`config.mk`:
```
export PLATFORM = sky130hd
export DESIGN_NAME = tape_save_decoder
export DESIGN_NICKNAME = d
export VERILOG_FILES = /design/src/rtl/tape_save_decoder.sv
export SDC_FILE = /design/constraint.sdc
export NUM_CORES = 1
export LEC_CHECK = 0
export BUFFER_PORTS_ARGS = -buffer_cell sky130_fd_sc_hd__buf_2
export CORE_MARGIN = 2
export CORE_UTILIZATION = 59
export DETAILED_ROUTE_END_ITERATION = 10
export PLACE_DENSITY = 0.86
export RECOVER_POWER = 50
export SLEW_MARGIN = 25
export SYNTH_ARGS = -nofsm -noshare
export SYNTH_HDL_FRONTEND = slang
export SYNTH_SLANG_ARGS = --single-unit
```
`constraint.sdc`:
```
create_clock -name clk -period 3.3 [get_ports clk]
set_input_delay 0.33 -clock clk [delete_from_list [all_inputs] [get_ports clk]]
set_output_delay 0.33 -clock clk [all_outputs]
set_load 0.01 [all_outputs]
```
`src/rtl/tape_save_decoder.sv`:
```
// ZX81 SAVE pulse-train decoder: mic pulses -> bits -> bytes, buffered in a FWFT byte FIFO.
// Optional TAPE_SAVE_GLITCH_FILTER_EN adds a 3-sample majority filter after the mic synchroniser.
module tape_save_decoder #(
    parameter int unsigned FIFO_DEPTH = 16,
    parameter int unsigned PULSE_MIN  = 40,
    parameter int unsigned GAP_MIN    = 400,
    parameter int unsigned BIT_THRESH = 6,
    parameter int unsigned EOF_TICKS  = 50000
) (
    input  logic        clk,
    input  logic        n_reset,
    input  logic        ce_500k,
    input  logic        arm,
    input  logic        mic_in,
    output logic [7:0]  dout,
    output logic        dout_valid,
    input  logic        dout_ready,
    output logic        rec_active,
    output logic        done,
    output logic        overflow,
    output logic [15:0] byte_count
);

    localparam int unsigned AW = $clog2(FIFO_DEPTH);

    typedef enum logic [2:0] {S_IDLE, S_WAIT, S_BIT, S_GAP, S_DONE} state_t;

    state_t state;

    logic mic_meta, mic_sync, mic_q;

    always_ff @(posedge clk or negedge n_reset) begin
        if (!n_reset) begin
            mic_meta <= 1'b0;
            mic_sync <= 1'b0;
        end else begin
            mic_meta <= mic_in;
            mic_sync <= mic_meta;
        end
    end

`ifdef TAPE_SAVE_GLITCH_FILTER_EN
    logic [1:0] hist;

    always_ff @(posedge clk or negedge n_reset) begin
        if (!n_reset) begin
            hist  <= '0;
            mic_q <= 1'b0;
        end else if (ce_500k) begin
            hist  <= {hist[0], mic_sync};
            mic_q <= (hist[1] & hist[0]) | (hist[1] & mic_sync) | (hist[0] & mic_sync);
        end
    end
`else
    assign mic_q = mic_sync;
`endif

    logic        mic_prev;
    logic [15:0] high_cnt, low_cnt;
    logic        rise, qual_fall, gap_hit, eof_hit;

    assign rise      = ce_500k && !mic_prev && mic_q;
    assign qual_fall = ce_500k && mic_prev && !mic_q && (high_cnt >= 16'(PULSE_MIN));
    assign gap_hit   = low_cnt >= 16'(GAP_MIN);
    assign eof_hit   = low_cnt >= 16'(EOF_TICKS);

    // Low time only advances while the line is low; unqualified highs pause it without clearing.
    always_ff @(posedge clk or negedge n_reset) begin
        if (!n_reset) begin
            mic_prev <= 1'b0;
            high_cnt <= '0;
            low_cnt  <= '0;
        end else if (ce_500k) begin
            mic_prev <= mic_q;
            if (mic_q) begin
                if (!mic_prev)
                    high_cnt <= 16'd1;
                else if (high_cnt != '1)
                    high_cnt <= high_cnt + 16'd1;
            end
            if (qual_fall)
                low_cnt <= '0;
            else if (!mic_q && low_cnt != '1)
                low_cnt <= low_cnt + 16'd1;
        end
    end

    logic [3:0] pulse_cnt;
    logic [2:0] bit_idx;
    logic [6:0] shreg;
    logic       bit_val;
    logic       push_req;
    logic [7:0] push_data;

    assign bit_val = pulse_cnt > 4'(BIT_THRESH);

    // A stray edge in GAP lands in BIT with no pulses counted; EOF is honoured there too.
    always_ff @(posedge clk or negedge n_reset) begin
        if (!n_reset) begin
            state      <= S_IDLE;
            pulse_cnt  <= '0;
            bit_idx    <= '0;
            shreg      <= '0;
            push_req   <= 1'b0;
            push_data  <= '0;
            rec_active <= 1'b0;
            done       <= 1'b0;
        end else begin
            push_req <= 1'b0;
            if (!arm) begin
                state      <= S_IDLE;
                pulse_cnt  <= '0;
                bit_idx    <= '0;
                rec_active <= 1'b0;
                done       <= 1'b0;
            end else begin
                case (state)
                    S_IDLE: state <= S_WAIT;
                    S_WAIT: begin
                        if (qual_fall) begin
                            state      <= S_BIT;
                            pulse_cnt  <= 4'd1;
                            bit_idx    <= '0;
                            rec_active <= 1'b1;
                        end
                    end
                    S_BIT: begin
                        if (qual_fall) begin
                            if (pulse_cnt != 4'hF)
                                pulse_cnt <= pulse_cnt + 4'd1;
                        end else if (gap_hit && pulse_cnt != '0) begin
                            shreg     <= {shreg[5:0], bit_val};
                            pulse_cnt <= '0;
                            state     <= S_GAP;
                            if (bit_idx == 3'd7) begin
                                push_req  <= 1'b1;
                                push_data <= {shreg, bit_val};
                            end
                            bit_idx <= bit_idx + 3'd1;
                        end else if (pulse_cnt == '0 && eof_hit) begin
                            state      <= S_DONE;
                            rec_active <= 1'b0;
                            done       <= 1'b1;
                        end
                    end
                    S_GAP: begin
                        if (eof_hit) begin
                            state      <= S_DONE;
                            rec_active <= 1'b0;
                            done       <= 1'b1;
                        end else if (rise) begin
                            state <= S_BIT;
                        end
                    end
                    S_DONE: begin
                        rec_active <= 1'b0;
                        done       <= 1'b1;
                    end
                    default: state <= S_IDLE;
                endcase
            end
        end
    end

    logic [7:0]    mem [FIFO_DEPTH];
    logic [AW-1:0] wr_ptr, rd_ptr;
    logic [AW:0]   fill;
    logic          full, pop, push_ok;

    assign full       = fill == (AW+1)'(FIFO_DEPTH);
    assign dout_valid = fill != '0;
    assign pop        = dout_valid && dout_ready;
    assign push_ok    = push_req && (!full || pop);
    assign dout       = dout_valid ? mem[rd_ptr] : '0;

    always_ff @(posedge clk) begin
        if (push_ok)
            mem[wr_ptr] <= push_data;
    end

    always_ff @(posedge clk or negedge n_reset) begin
        if (!n_reset) begin
            wr_ptr     <= '0;
            rd_ptr     <= '0;
            fill       <= '0;
            overflow   <= 1'b0;
            byte_count <= '0;
        end else begin
            if (push_ok)
                wr_ptr <= wr_ptr + 1'b1;
            if (pop)
                rd_ptr <= rd_ptr + 1'b1;
            case ({push_ok, pop})
                2'b10:   fill <= fill + 1'b1;
                2'b01:   fill <= fill - 1'b1;
                default: fill <= fill;
            endcase
            if (!arm) begin
                overflow   <= 1'b0;
                byte_count <= '0;
            end else if (push_req) begin
                if (full && !pop)
                    overflow <= 1'b1;
                if (byte_count != '1)
                    byte_count <= byte_count + 16'd1;
            end
        end
    end

endmodule

```
# ---- Yosys cells after proc, flatten, opt, wreduce, memory -nomap -nowiden
# Memory sizes are Yosys's and may differ from the RTL's.
# Cells that the tools add are included.
dict set report op_classes {
  addsub 9
  n_lt_le_gt_ge 4
  eq_ne 30
  n_mux 51
  n_bitwise 1
  reduce_logical 33
}
# cell n
set op_table {}
lappend op_table {{$mux 16} 7}
lappend op_table {{$add 16x1->16 const B} 3}
lappend op_table {{$ne 16x16->1 const B} 3}
lappend op_table {{$mux 3} 11}
lappend op_table {{$mux 1} 21}
lappend op_table {{$mux 4} 5}
lappend op_table {{$ne 4x4->1 const B} 5}
lappend op_table {{$ne 3x3->1 const B} 6}
lappend op_table {{$ge 16x16->1 const B} 1}
lappend op_table {{$ge 16x6->1 const B} 1}
lappend op_table {{$ge 16x9->1 const B} 1}
lappend op_table {{$pmux 3 s5} 1}
lappend op_table {{$reduce_and 5->1} 3}
lappend op_table {{$add 4x1->4 const B} 3}
lappend op_table {{$reduce_and 4->1} 3}
lappend op_table {{$logic_and 1x1->1} 11}
lappend op_table {{$pmux 5 s2} 1}
lappend op_table {{$mux 8} 1}
lappend op_table {{$ne 2x1->1 const B} 4}
lappend op_table {{$pmux 4 s2} 1}
lappend op_table {{$eq 3x2->1 const B} 2}
lappend op_table {{$eq 3x3->1 const B} 2}
lappend op_table {{$pmux 3 s2} 1}
lappend op_table {{$reduce_and 2->1} 3}
lappend op_table {{24 further kinds} 28}
dict set report word_totals {
  register_bits 93
  mem_bits_rw 128
  input_bits 6
  word_cells 147
  n_memories 1
}
# memory depth width rd rd_clocked_by_memory_dff write_ports line
set mem_list {}
lappend mem_list {mem 16 8 1 0 1 165} ;# logic [7:0] mem [FIFO_DEPTH];

# ---- Logic depth before layout (Yosys ltp)
dict set report logic_depth {
  ltp_word 7
  ltp_mapped 10
  depth_no_buf 10
}

# ---- Worst setup path before layout
# OpenSTA, ideal clock, no wires.
dict set report synth_timing {
  path_kind {reg-to-reg}
  startpoint {reg fill[1]}
  endpoint {reg fill[4]}
  setup_time_ps 135
  arrival_time_ps 2544
  required_time_ps 3165
  setup_slack_ps 621
  stages_incl_launch_ff 11
  n_path_buf 0
  period_less_slack_ps 2679
  cell_sequence {dfrtp_1 > or4_1 > o21ai_1 > nand2b_1 > inv_1 > ha_1 > nor2b_1 > o21a_1 > o211ai_1 > o31ai_1 > xor2_1}
}
dict set report synth_between {
  elab_chain_cells 6
}
# item line
set synth_lines {}
lappend synth_lines {{start: declaration} 167} ;# logic [AW:0] fill;
lappend synth_lines {{start signal: assignment} 194} ;# 2'b10: fill <= fill + 1'b1;
lappend synth_lines {{start signal: assignment} 195} ;# 2'b01: fill <= fill - 1'b1;
lappend synth_lines {{start signal: assignment} 196} ;# default: fill <= fill;
lappend synth_lines {{$eq 5x5->1 or $reduce_bool 5->1 (tied branches)} {170, 171}}
lappend synth_lines {{$logic_not 1->1 or $logic_and 1x1->1 (tied branches)} {173, 172}}
lappend synth_lines {{$logic_or 1x1->1} 173} ;# assign push_ok = push_req && (!full || pop);
lappend synth_lines {{$logic_and 1x1->1} 173}
lappend synth_lines {{$eq 2x1->1 or $eq 2x2->1 (tied branches)} 193} ;# case ({push_ok, pop})
lappend synth_lines {{$pmux 5 s2 or $reduce_bool 2->1 (tied branches)} n/a}
# Several ways; a longest one is shown, not always the timed one.
# A chain may end at the register's enable or synchronous reset.

# ---- Worst setup path in the final report
dict set report layout_timing {
  startpoint {reg fill[1]}
  endpoint {out dout[1]}
}
dict set report layout_between {
  elab_chain_cells 2
}
# item line
set layout_lines {}
lappend layout_lines {{$reduce_bool 5->1} 171} ;# assign dout_valid = fill != '0;
lappend layout_lines {{$mux 8} 174} ;# assign dout = dout_valid ? mem[rd_ptr] : '0;
lappend layout_lines {{end: declaration} 15} ;# output logic [7:0] dout,
# No other way between the ends.

==> qor.yml <==
outcome:
  status: "finished with violations"
  violations: "capacitance limit, slew limit"
min_path:
  holdPathStages: 2
  hold_path_end: "mic_prev"
  hp-class: "in -> reg"
  hp-start: "ce_500k"
logic_synthesis:
  synth.distinct_cells: 62
  synth.largest_area_cell: "edfxtp_1"
  synth.yosys.warnings: 0
  netlist_top_cells_area: "edfxtp_1 38%, dfrtp_1 23%, mux4_2 8.9%, xnor2_1 3.6%, ha_1 2.2%"
  ys.flop_type: "edfxtp_1"
  syn_area_um2: 10100
  synth.cells.most_frequent: "128 x edfxtp_1, 93 x dfrtp_1, 57 x nor2_1"
  ys_seq_elements: 221
  yosys.area.top_type_share_pct: 38.06
  syn_inst: 733
  syn_area_per_cell_um2: 13.78
  synth_edf_count: 128
  seq_area_frac_synth_pct: 61.11
  synthArstFlopShare_pct: 42.08
  synth_fp_nets: 758
  synth_most_common_cell: "edfxtp_1"
grt:
  grt_pass1_vias: 6434
  grt_first_pass_wirelength_mm: 34.76
  grt_max_degree: 69
  track_usage_pct: 24.55
  gr-total-overflow: 0
  antenna_found_initial: 0
clock_tree:
  clk_pin_slew_ns: 0.06
  clock_latency_ns: 0.51
  cts_buffers: 24
  post_cts_buffers: 0
  cts_max_path_buffers: 3
  cts_root_buf: "clkbuf_16"
  ctsHtreeMaxLevel: 1
  cts_tree: "done"
  clock-sinks: 221
power_and_ir_drop:
  cellPowerDensity_nw_per_um2: 617.6
  power_frac_comb_pct: 13.0
  p_leak_nw: 4.684
  p_seq_share_pct: 46.4
  switching_share_pct: 24.97
  ir_drop_mv: 0.5923
  intPower_mw: 5.276
  p_sw_mw: 1.756
  clockPowerShare_pct: 40.6
critical_path:
  critical_path.max_fanout: 10
  reg2reg_to: "fill[4]"
  worst_setup_path_start_kind: "flop"
  critPathArrivalTime_ns: 2.63
  cp-end-kind: "output pin"
  r2r-start: "fill[1]"
  critical_path_class: "reg -> out"
  worst_ep_required_time_ns: 2.97
  r2r_slack_ns: 0.36
  ff2ff_path_depth: 11
placement:
  io_buffers: 33
  gp_congestion: 0.9018
  pre_cts_ws_ns: 0.4700
  dpl.hpwl_mm: 13.62
detailed_routing:
  wl_mm: 21.65
  drc: 0
  vias: 6399
  avgViaCountPerCell: 6.323
  drt_pre_antenna_iters: 5
  ant_nets: 0
  drt_iter0_drc: 693
  wire_per_inst_um: 21.39
timing:
  finalSetupViolations: 0
  max_slew.worst_pin.slew_ns: 1.669
  grt_setup_unrepaired: "false"
  slew-limit-headroom_pct: -11.29
  fin_skew_ns: 0.02106
  post-route-worst-setup-slack_ns: 0.3445
  fin_tns_setup_ns: 0
  slew_violations: 69
  finalHoldViolCount: 0
  fmax_mhz: 338.4
  period_minus_slack_ns: 2.955
  fin_crit_sh_pct: 89.56
  hold_ws_ns: 0.07318
cells_and_area:
  syn2layout_area_growth_pct: 12.75
  drive_above_1_share_pct: 17.80
  utilization_pct: 68.42
  fillers: 1039
  nNetsFinal: 799
  antenna_cells: 0
  ff_latch_area_um2: 6172
  multi_input_area_um2: 3679
die:
  dieArea_um2: 18180
  initial_core_util_pct: 60.68
  num_rows: 47
  fp.dieW_um: 134.8
  core_um2: 16640
  ioPinCount: 34
  die_y_um: 134.8
run:
  cap_viol_max_count: 1
## routing by layer
metal,part of all wire [%],track usage [%],vias to the layer above
met2,53,43.06,293
met4,1.8,6.199,0
met5,0,0,-
li1,-,-,2830
met1,38,32.45,3232
met3,7.0,3.754,44
## power groups by stage
stage	clock (mW)	sequential [mW]	combinational [mW]
global route	2.99	3.29	1.01
CTS	2.87	3.26	0.927
floorplan	0	3.18	0.798
detailed placement	0	3.31	0.927
global placement	0	3.29	0.867
finish	2.85	3.26	0.916
## sequential cells by signal (all words and copies together), names as in the netlist, 3 cells and up
| signal | cells |
|---|---|
| low_cnt | 16 |
| state | 3 |
| high_cnt | 16 |
| mem | 128 |
| pulse_cnt | 4 |
| fill | 5 |
| byte_count | 16 |
| bit_idx | 3 |
| rd_ptr | 4 |
| shreg | 7 |
| wr_ptr | 4 |
| push_data | 8 |
## metrics by stage
step	power (mW)	cells	area (um2)
after floorplan	3.973	733	10100
after global placement	4.157	966	10530
after detailed placement	4.237	966	10530
after CTS	7.058	1012	11410
after global routing	7.284	1012	11390
final	7.032	1012	11390
## logic make-up after synthesis
| kind of cell | Yosys count | share of synthesized area, % |
|---|---|---|
| AOI/OAI and AO/OA | 100 | 7.087 |
| xor gates and xnor gates | 48 | 4.163 |
| adders and majority gates | 19 | 2.428 |
| buffers and inverters | 64 | 2.466 |
| DFF | 221 | 61.11 |
| muxes | 63 | 11.37 |
| and+or+nand+nor | 218 | 11.37 |
## cells in the final DEF (no fill, tap or decap), types with 3 or more instances in the layout
cell,n
edfxtp_1,128
dfrtp_1,92
nor2_1,57
nand2_1,44
xnor2_1,42
mux4_2,40
inv_1,28
clkbuf_16,25
nand3_1,22
a21oi_1,21
a211oi_1,21
buf_2,21
ha_1,18
clkbuf_1,17
nor2b_1,14
mux2_2,14
o21ai_0,13
and2_1,13
buf_4,12
nor4_1,10
nor3_1,10
mux2i_1,9
nand4_1,8
and3_1,8
nand2b_1,7
a31oi_1,7
xor2_1,6
and4_1,6
o21a_1,5
clkbuf_8,5
a2111oi_0,4
clkinv_1,4
o211ai_1,4
bufinv_16,4
nor3b_1,3
or4_4,3
o41ai_1,3
a21o_1,3
## worst max-delay path, stage by stage (launching register included)
cell     delay [ns]
dfrtp_1        0.41
or4_1          0.63
nor2_1         0.75
nor2b_1        0.14
buf_2          0.19
## cell type report
| class | count | area share (%) |
|---|---|---|
| repair buffers | 50 | 2.538 |
| inverters | 29 | 0.9560 |
| clock inverters | 10 | 1.341 |
| clock buffers | 34 | 6.231 |
| multi-input cells | 448 | 32.31 |
| flip-flops and latches | 221 | 54.21 |
| well taps | 220 | 2.418 |
## worst max-delay path by stage
stage / from / to / slack [ns] / depth (start not counted)
after detailed placement: fill[1] / fill[4] / 0.47 / 11
after global placement: fill[1] / fill[4] / 0.63 / 11
after CTS: fill[1] / dout[7] / 0.31 / 4
after global routing: fill[1] / fill[4] / 0.22 / 11
after floorplan: fill[1] / fill[4] / 0.62 / 10
final: fill[1] / dout[1] / 0.34 / 4
## repair_timing
item / 4_1_cts / 5_1_grt
hold endpoints to repair: 67 / 0
resized for setup: 0 / 0
hold buffers: 2 / 0
Note: power is estimated with default switching activity, not from simulation.
